==> src/rtl/load_unit.sv <==
// load_unit: RV32I load engine (LB/LH/LW/LBU/LHU).
// Takes one load at a time from execute, performs a single-beat word read on
// the data bus, aligns/extends the returned data and writes it through
// register-file write port 2. Exposes the in-flight destination so decode can
// stall on RAW hazards, and drops its own writeback when a younger instruction
// has already written the same register (WAW).
module load_unit #(
    parameter int unsigned ACK_TIMEOUT = 255
) (
    input  logic        clock,
    input  logic        reset_n,
    input  logic        load_valid,
    output logic        load_ready,
    input  logic [4:0]  load_rd,
    input  logic [31:0] load_address,
    input  logic [2:0]  load_funct3,
    output logic        mem_request,
    output logic [31:0] mem_address,
    input  logic        mem_ack,
    input  logic [31:0] mem_rdata,
    input  logic [4:0]  execute_write_address,
    output logic [4:0]  write_address,
    output logic [31:0] write_value,
    output logic        busy,
    output logic [4:0]  pending_rd,
    output logic        load_error
);

    localparam logic [1:0] IDLE      = 2'd0;
    localparam logic [1:0] REQUEST   = 2'd1;
    localparam logic [1:0] WRITEBACK = 2'd2;
    localparam logic [1:0] FAULT     = 2'd3;

    localparam logic [2:0] F3_LB  = 3'b000;
    localparam logic [2:0] F3_LH  = 3'b001;
    localparam logic [2:0] F3_LW  = 3'b010;
    localparam logic [2:0] F3_LBU = 3'b100;
    localparam logic [2:0] F3_LHU = 3'b101;

    logic [1:0]  state;
    logic [1:0]  state_next;
    logic [4:0]  rd_q;
    logic [31:0] addr_q;
    logic [2:0]  funct3_q;
    logic [31:0] data_q;
    logic        cancel_q;
    logic [31:0] timeout_q;

    logic        accept;
    logic        request_legal;
    logic        timeout_hit;
    logic        waw_hit;

    // A load is legal when its encoding exists and its address is naturally
    // aligned for its width; anything else is reported as a fault.
    function automatic logic is_legal(input logic [2:0] f3, input logic [1:0] off);
        logic ok;
        ok = 1'b0;
        case (f3)
            F3_LB, F3_LBU: ok = 1'b1;
            F3_LH, F3_LHU: ok = (off[0] == 1'b0);
            F3_LW:         ok = (off == 2'b00);
            default:       ok = 1'b0;
        endcase
        return ok;
    endfunction

    // Pick the addressed byte/halfword out of the bus word and extend it.
    function automatic logic [31:0] extract(input logic [2:0]  f3,
                                            input logic [1:0]  off,
                                            input logic [31:0] word);
        logic [7:0]  sel_byte;
        logic [15:0] sel_half;
        logic [31:0] result;
        case (off)
            2'd0:    sel_byte = word[7:0];
            2'd1:    sel_byte = word[15:8];
            2'd2:    sel_byte = word[23:16];
            default: sel_byte = word[31:24];
        endcase
        sel_half = off[1] ? word[31:16] : word[15:0];
        case (f3)
            F3_LB:   result = {{24{sel_byte[7]}}, sel_byte};
            F3_LBU:  result = {24'd0, sel_byte};
            F3_LH:   result = {{16{sel_half[15]}}, sel_half};
            F3_LHU:  result = {16'd0, sel_half};
            default: result = word;
        endcase
        return result;
    endfunction

    assign accept        = load_valid && (state == IDLE);
    assign request_legal = is_legal(load_funct3, load_address[1:0]);
    assign timeout_hit   = (ACK_TIMEOUT != 0) && (timeout_q == (ACK_TIMEOUT - 32'd1));
    assign waw_hit       = (state == REQUEST) && (rd_q != 5'd0) &&
                           (execute_write_address == rd_q);

    // Next-state selection for the load sequence.
    always_comb begin
        state_next = state;
        case (state)
            IDLE: begin
                if (accept) begin
                    state_next = request_legal ? REQUEST : FAULT;
                end
            end
            REQUEST: begin
                if (mem_ack) begin
                    state_next = WRITEBACK;
                end else if (timeout_hit) begin
                    state_next = FAULT;
                end
            end
            WRITEBACK: state_next = IDLE;
            default:   state_next = IDLE;
        endcase
    end

    // State register; reset abandons any load in flight.
    always_ff @(posedge clock) begin
        if (!reset_n) begin
            state <= IDLE;
        end else begin
            state <= state_next;
        end
    end

    // Latch the request fields on accept and the bus word on acknowledge.
    always_ff @(posedge clock) begin
        if (!reset_n) begin
            rd_q     <= 5'd0;
            addr_q   <= 32'd0;
            funct3_q <= 3'd0;
            data_q   <= 32'd0;
        end else begin
            if (accept) begin
                rd_q     <= load_rd;
                addr_q   <= load_address;
                funct3_q <= load_funct3;
            end
            if ((state == REQUEST) && mem_ack) begin
                data_q <= mem_rdata;
            end
        end
    end

    // WAW cancel: a port-1 write to our rd while we wait means a younger
    // instruction already owns that register. The accept-cycle write is
    // ignored because it comes from an older instruction.
    always_ff @(posedge clock) begin
        if (!reset_n) begin
            cancel_q <= 1'b0;
        end else if (accept) begin
            cancel_q <= 1'b0;
        end else if (waw_hit) begin
            cancel_q <= 1'b1;
        end
    end

    // Count REQUEST cycles without an acknowledge for the bus timeout.
    always_ff @(posedge clock) begin
        if (!reset_n) begin
            timeout_q <= 32'd0;
        end else if (accept) begin
            timeout_q <= 32'd0;
        end else if ((state == REQUEST) && !mem_ack) begin
            timeout_q <= timeout_q + 32'd1;
        end
    end

    // Outputs are decoded from the current state only.
    always_comb begin
        load_ready    = (state == IDLE);
        mem_request   = (state == REQUEST);
        mem_address   = 32'd0;
        write_address = 5'd0;
        write_value   = 32'd0;
        busy          = (state == REQUEST) || (state == WRITEBACK);
        pending_rd    = 5'd0;
        load_error    = (state == FAULT);
        if (state == REQUEST) begin
            mem_address = {addr_q[31:2], 2'b00};
        end
        if (state == WRITEBACK) begin
            write_address = cancel_q ? 5'd0 : rd_q;
            write_value   = extract(funct3_q, addr_q[1:0], data_q);
        end
        if (busy) begin
            pending_rd = rd_q;
        end
    end

endmodule

==> config.mk <==
export PLATFORM = sky130hd
export DESIGN_NAME = load_unit
export DESIGN_NICKNAME = d
export VERILOG_FILES = /design/src/rtl/load_unit.sv
export SDC_FILE = /design/constraint.sdc
export NUM_CORES = 1
export LEC_CHECK = 0
export CELL_PAD_IN_SITES_DETAIL_PLACEMENT = 0
export CELL_PAD_IN_SITES_GLOBAL_PLACEMENT = 1
export CORE_MARGIN = 4
export CORE_UTILIZATION = 32
export CTS_BUF_LIST = sky130_fd_sc_hd__clkbuf_8
export CTS_CLUSTER_DIAMETER = 60
export DETAILED_ROUTE_END_ITERATION = 16
export GPL_ROUTABILITY_DRIVEN = 0
export PLACE_DENSITY_LB_ADDON = 0.1
export REMOVE_ABC_BUFFERS = 1
export SLEW_MARGIN = 20
export SYNTH_ARGS = -nofsm -noshare
export SYNTH_HDL_FRONTEND = slang
export SYNTH_SLANG_ARGS = --single-unit
==> constraint.sdc <==
create_clock -name clock -period 2.6 [get_ports clock]
set_clock_uncertainty 0.15 [all_clocks]
set_input_delay 0.65 -clock clock [delete_from_list [all_inputs] [get_ports clock]]
set_output_delay 0.65 -clock clock [all_outputs]
set_load 0.03 [all_outputs]
==> results.py <==
metrics = {
    "run_status": {
        "status": "finished, violations left",
        "violations": "negative setup slack",
    },
    "worst_hold_path": {
        "hp-start": "addr_q[27]",
        "hold_depth": 2,
        "hold_path.class": "register to register",
        "min_to": "addr_q[27]",
    },
    "yosys": {
        "ys_warn_count": 0,
        "synth_edf_count": 0,
        "syn_inst": 703,
        "synth_top_family_by_area": "simple AND/OR/NAND/NOR gates",
        "postSynthAreaPerCell_um2": 7.776,
        "ys.flop_type": "dfxtp_1",
        "synthAdderAreaFrac_pct": 1.373,
        "muxShareOfSynthArea_pct": 2.220,
        "synth.distinct_cells": 46,
        "syn_area_mm2": 0.005466,
        "synth_xor_xnor_area_share_pct": 2.083,
        "ys_seq_area_share_pct": 39.19,
        "synth-compound-area-share_pct": 21.06,
        "post_synth_and_or_nand_nor_area_fraction_pct": 29.50,
        "synth-seq-cells": 107,
        "async_flop_share_pct": 0,
    },
    "clock_network": {
        "cts_tree": "built",
        "postCtsHoldBufs": 0,
        "clockBufferDepth": 2,
        "h-tree-depth": 3,
        "clock_latency_ns": 0.39,
        "cts.sinks": 107,
        "root_buffer": "clkbuf_8",
        "cts_made_buffers": 9,
        "clk_pin_slew_worst_paths_ns": 0.10,
    },
    "route": {
        "vias": 5466,
        "firstDrtPassIters": 6,
        "ant_nets": 0,
        "post_drt_wl_per_cell_um": 15.65,
        "wl_mm": 17.21,
        "vias_per_cell": 4.969,
        "drt_iter0_markers": 336,
        "drc": 0,
    },
    "finish": {
        "area_growth_pct": 45.37,
        "fin_util_pct": 47.75,
        "nets": 962,
        "final_common_cell": "nand2_1",
        "layout-drive-gt1-share_pct": 22.05,
        "diodes": 0,
        "finalInstanceArea_mm2": 0.007946,
        "mostFrequentLayoutCells": "175 x nand2_1, 105 x dfxtp_1, 80 x clkdlybuf4s50_1, 79 x buf_4, 72 x a21boi_0",
    },
    "floorplan": {
        "io_pins": 159,
        "initial_core_util_pct": 32.85,
        "die_w_um": 138.7,
        "coreArea_mm2": 0.01664,
        "dieArea_mm2": 0.01924,
        "fp-row-count": 47,
        "die_h_um": 138.7,
    },
    "critical_path": {
        "reg2reg_slack_ns": 0.30,
        "cp_max_fo": 7,
        "reg2reg_to": "timeout_q[24]",
        "rr_startpoint": "state[1]",
        "worstSetupPathType": "register to output pin",
        "arrival_ns": 1.93,
        "r2r_cells": 7,
        "cp.required_ns": 1.80,
        "end_kind": "output pin",
        "startpoint_type": "register",
    },
    "timing": {
        "setup_ws_ns": -0.1256,
        "rsz0062_at_grt": "true",
        "drv_slew": 0,
        "worst_slew_pin_slew_ns": 0.5432,
        "finalCritPeriodShare_pct": 104.8,
        "fin_crit_ns": 2.726,
        "relSlewSlack_pct": 63.79,
        "finalHoldViolations": 0,
        "tns_ns": -2.159,
        "max_freq_mhz": 366.9,
        "setup_viol": 23,
    },
    "global_route": {
        "antenna_found_initial": 0,
        "grt_usage_pct": 17.50,
        "grt_pass1_vias": 5469,
        "grt_max_degree": 45,
        "grt-ovfl-total": 0,
        "grt_first_pass_wirelength_mm": 27.93,
    },
    "power_and_ir_drop": {
        "switching_power_mw": 2.098,
        "p_seq_share_pct": 36.5,
        "p_int_mw": 3.279,
        "clkPwrFrac_pct": 20.6,
        "p_total_mw": 5.377,
        "switching_share_pct": 39.02,
        "combPwrFrac_pct": 42.9,
        "leakagePower_nw": 3.035,
        "ir_drop_uv": 357.1,
        "cellPowerDensity_mw_per_mm2": 676.6,
    },
    "job": {
        "max_cap_viol_count": 0,
    },
    "placed_design": {
        "portBuffers": 156,
        "place_area_mm2": 0.007282,
        "dpl.hpwl_mm": 12.20,
    },
}
[layout make-up]
class	instances	area [um^2]
timing repair buffer	210	1978
sequential	107	2150
tap	220	275.3
multi-input combinational	536	3288
fill	1635	8696
clock inverter	7	83.83
inverter	11	47.55
clock buffer	9	123.9
[logic make-up (layout without fill, tap and decap cells)]
kind of cell    Yosys count  in the layout
compound gates          170            170
flops                   107            107
simple gates            334            335
xor+xnor                 13             13
buf+inv                  62            237
mux                      10             10
other cells               1              2
fa+ha+maj                 6              6
[cell usage after synthesis (4+ instances only)]
master	n	share of area [%]
nand2_1	175	12
dfxtp_1	107	39
a21boi_0	74	10
and2_1	44	5.0
clkbuf_1	41	2.8
a21oi_1	32	2.9
nor2_1	30	2.1
o21ai_0	20	1.8
or4_1	18	2.5
a21o_1	16	2.2
o31ai_1	14	1.9
nand3_1	13	1.2
inv_1	11	0.76
nand4_1	10	1.1
or3_1	10	1.1
xor2_1	8	1.3
mux2_2	7	1.4
nor4_1	7	0.80
ha_1	6	1.4
buf_2	5	0.46
o221ai_1	5	0.80
xnor2_1	5	0.80
and4_1	4	0.64
nor3_1	4	0.37
[power by group through the flow]
| stage | Sequential (mW) | Combinational (mW) | Clock (mW) |
|---|---|---|---|
| after floorplan | 1.97 | 1.11 | 0 |
| after global placement | 1.98 | 2.01 | 0 |
| after detailed placement | 1.99 | 2.03 | 0 |
| after CTS | 1.96 | 2.23 | 1.16 |
| after global routing | 1.99 | 2.52 | 1.22 |
| final | 1.96 | 2.31 | 1.11 |
[how the worst max path moves through the flow]
stage | from | to | slack (ns) | cells past startpoint
CTS | addr_q[1] | write_value[12] | -0.19 | 6
global route | addr_q[1] | write_value[14] | -0.24 | 6
global placement | addr_q[1] | write_value[21] | -0.18 | 6
detailed placement | addr_q[1] | write_value[31] | -0.27 | 6
finish | addr_q[1] | write_value[15] | -0.13 | 6
floorplan | addr_q[1] | write_value[16] | -0.44 | 4
[state kept, by name (all words and copies together) (netlist names)]
register / count
data_q: 32
state: 2
timeout_q: 32
funct3_q: 3
addr_q: 32
rd_q: 5
cancel_q: 1
[worst max-delay path, cell delays in order (launching register included)]
cell	delay, ns
dfxtp_4	0.37
mux4_2	0.50
nor3b_4	0.17
nor2_2	0.11
buf_6	0.16
a21oi_2	0.08
buf_6	0.14
[per-layer routing]
metal	up-vias	share of wire (%)	global-route usage, %
met4	0	2.0	5.201
met1	2580	45	21.56
met2	111	49	29.93
met5	-	0	0
li1	2752	-	-
met3	23	4.3	4.862
[through the flow]
| stage | cells | hold WS, ns | worst slack [ns] |
|---|---|---|---|
| detailed placement | 1070 | 0.3049 | -0.2740 |
| floorplan | 653 | 0.2759 | -0.4368 |
| finish | 1100 | 0.3154 | -0.1256 |
| global placement | 1070 | 0.2905 | -0.1813 |
| CTS | 1094 | 0.3208 | -0.1902 |
| global route | 1100 | 0.3349 | -0.2434 |
[timing repair]
action	in CTS	in global routing
cloned	2	2
setup buffers	6	7
setup endpoints to repair	69	73
pin swaps	16	9
hold endpoints to repair	0	0
gates resized for setup	133	40
Power figures use the tool's default switching activity.
==> variant: new RTL, same settings <==
Put a register stage on the output `load_error`, without a reset. The value now appears one clock later. The other outputs are not delayed to match.
--- a/src/rtl/load_unit.sv
+++ b/src/rtl/load_unit.sv
@@ -37,6 +37,8 @@
     localparam logic [2:0] F3_LBU = 3'b100;
     localparam logic [2:0] F3_LHU = 3'b101;
 
+    logic load_error_d;
+
     logic [1:0]  state;
     logic [1:0]  state_next;
     logic [4:0]  rd_q;
@@ -177,7 +179,7 @@
         write_value   = 32'd0;
         busy          = (state == REQUEST) || (state == WRITEBACK);
         pending_rd    = 5'd0;
-        load_error    = (state == FAULT);
+        load_error_d  = (state == FAULT);
         if (state == REQUEST) begin
             mem_address = {addr_q[31:2], 2'b00};
         end
@@ -190,5 +192,9 @@
         end
     end
 
+    always_ff @(posedge clock) begin
+        load_error <= load_error_d;
+    end
+
 endmodule
 
Check against the original RTL: not equivalent (Yosys sat finds a counterexample within 4 cycles, from zero or initial values and one cycle with reset_n low).
==> variant against the unedited design <==
The run still ends with setup timing left; design area grew 0.55%; synthesized area increased by 0.37%; sequential cell count grew 1; total power is 3.4% higher; worst setup slack worse by 12 ps; via count shrank 0.16%; largest cell class unchanged; core utilization rose by 0.094 points; hold slack got worse by 2.0 ps; routed wire length is essentially flat.
==> variant: results (changes against the unedited design) <==
status: finished, violations left
failing checks: setup timing
Synth Area in XOR/XNOR: 0.02075 (-0.00007600)
GRT met1 Usage: 0.2149 (-0.0006378)
hpwl dp: 12.54 mm (+2.8%)
Tot GR Track Use: 0.1755 (+0.0005540)
post-synthesis compound-gate area fraction: 0.2098 (-0.0007683)
fraction of synthesized area in multiplexers: 0.02212 (-0.00008101)
post_cts resized: 117 (-12%)
Peak supply drop: 285.4 uV (-20%)
worst skew pair latency: 380 ps
antenna cell count: 0 (unchanged)
Sw Pwr: 2069 uW (-1.4%)
first-pass GRT wire length: 27.98 mm (+0.17%)
met3 Use GR: 0.05000 (+0.001379)
Placement Setup Slack: -271.9 ps (+2.092 ps)
pin count of the biggest net entering global routing: 37 (-18%)
post-route cell area: 0.007990 mm^2 (+0.55%)
Cell variety after synth: 46 (unchanged)
ratio of cells with drive above 1 in the final layout: 0.2182 (-0.002273)
Placed Area: 0.007325 mm^2 (+0.58%)
Initial DRC Count: 269 (-20%)
synthesized area per cell: 7.793 um^2 (+0.22%)
postcts setup bufs: 3 (-3)
commonest cells in the netlist: nand2_1 (175), dfxtp_1 (108), a21boi_0 (74), and2_1 (44), clkbuf_1 (41)
DR vias: 5457 (-0.16%)
drt wl/cell: 15.66 um (about the same)
worst setup margin: -137.9 ps (-12.27 ps)
Synth area leaders: dfxtp_1 (39%), nand2_1 (12%), a21boi_0 (10%)
met2 GRT Util: 0.3096 (+0.01031)
Critical Path Fanout Max: 6 (-1)
worst-margin pin slew: 555.5 ps (+12.35 ps)
drt pass-1 iters: 4 (-2)
P_leak: 0.003067 uW (+1.1%)
initial antenna violation count: 0 (unchanged)
Clock Root Buffer: clkbuf_8
Fillers: 1676 (+2.5%)
final setup fails: 27 (+17%)
delay of the slowest cell on the worst path: 520 ps (+20 ps)
## variant: changes by cell type after synthesis, sizes merged
cell and delta:
dfxtp +1
## variant: area by class of cell
cell class	instances	share of cell area
Tap cell	220	0.03445
Clock inverter	7	0.01550
Inverter	11	0.005637
Timing Repair Buffer	209	0.2469
Sequential cell	108	0.2709
Multi-Input combinational cell	536	0.4111
Clock buffer	9	0.01550
## variant: power groups by stage
stage / Combinational [uW] / Clock (uW) / Sequential, uW
floorplan: 1100 / 0 / 2000
global placement: 2010 / 0 / 2000
detailed placement: 2030 / 0 / 2010
CTS: 2190 / 1320 / 1980
global route: 2520 / 1380 / 2010
finish: 2310 / 1270 / 1980
## variant: cells by family after synthesis
group | count (synthesis)
AOI/OAI and AO/OA | 170
adders and majority gates | 6
xor gates and xnor gates | 13
other | 1
muxes | 10
buffers and inverters | 62
DFF | 108
and+or+nand+nor | 334
## variant: worst paths after layout
kind	start	end	slack, ps	depth (start not counted)
worst max register to register	state[1]	timeout_q[28]	290	7
worst min register to register	addr_q[2]	addr_q[2]	310	2
worst min-delay path	addr_q[2]	addr_q[2]	310	2
worst max-delay path	addr_q[1]	write_value[8]	-140	6
## variant: tightest hold or removal path, stage by stage (launching register included)
cell and delay [ps]:
dfxtp_1 320, nand2_1 40, a21boi_0 60
## variant: routing by layer
layer / vias to the layer above / routed length (um)
met1: 2592 / 7567
met3: 12 / 762
met5: - / 0
met4: 0 / 169
met2: 100 / 8728
li1: 2753 / -
## variant: metrics by stage
step | hold slack [ps] | setup TNS [ps]
after floorplan | 275.9 | -9171
after global placement | 295.2 | -4532
after detailed placement | 302.8 | -5770
after CTS | 319.1 | -4799
after global routing | 336.0 | -4563
final | 313.4 | -1921
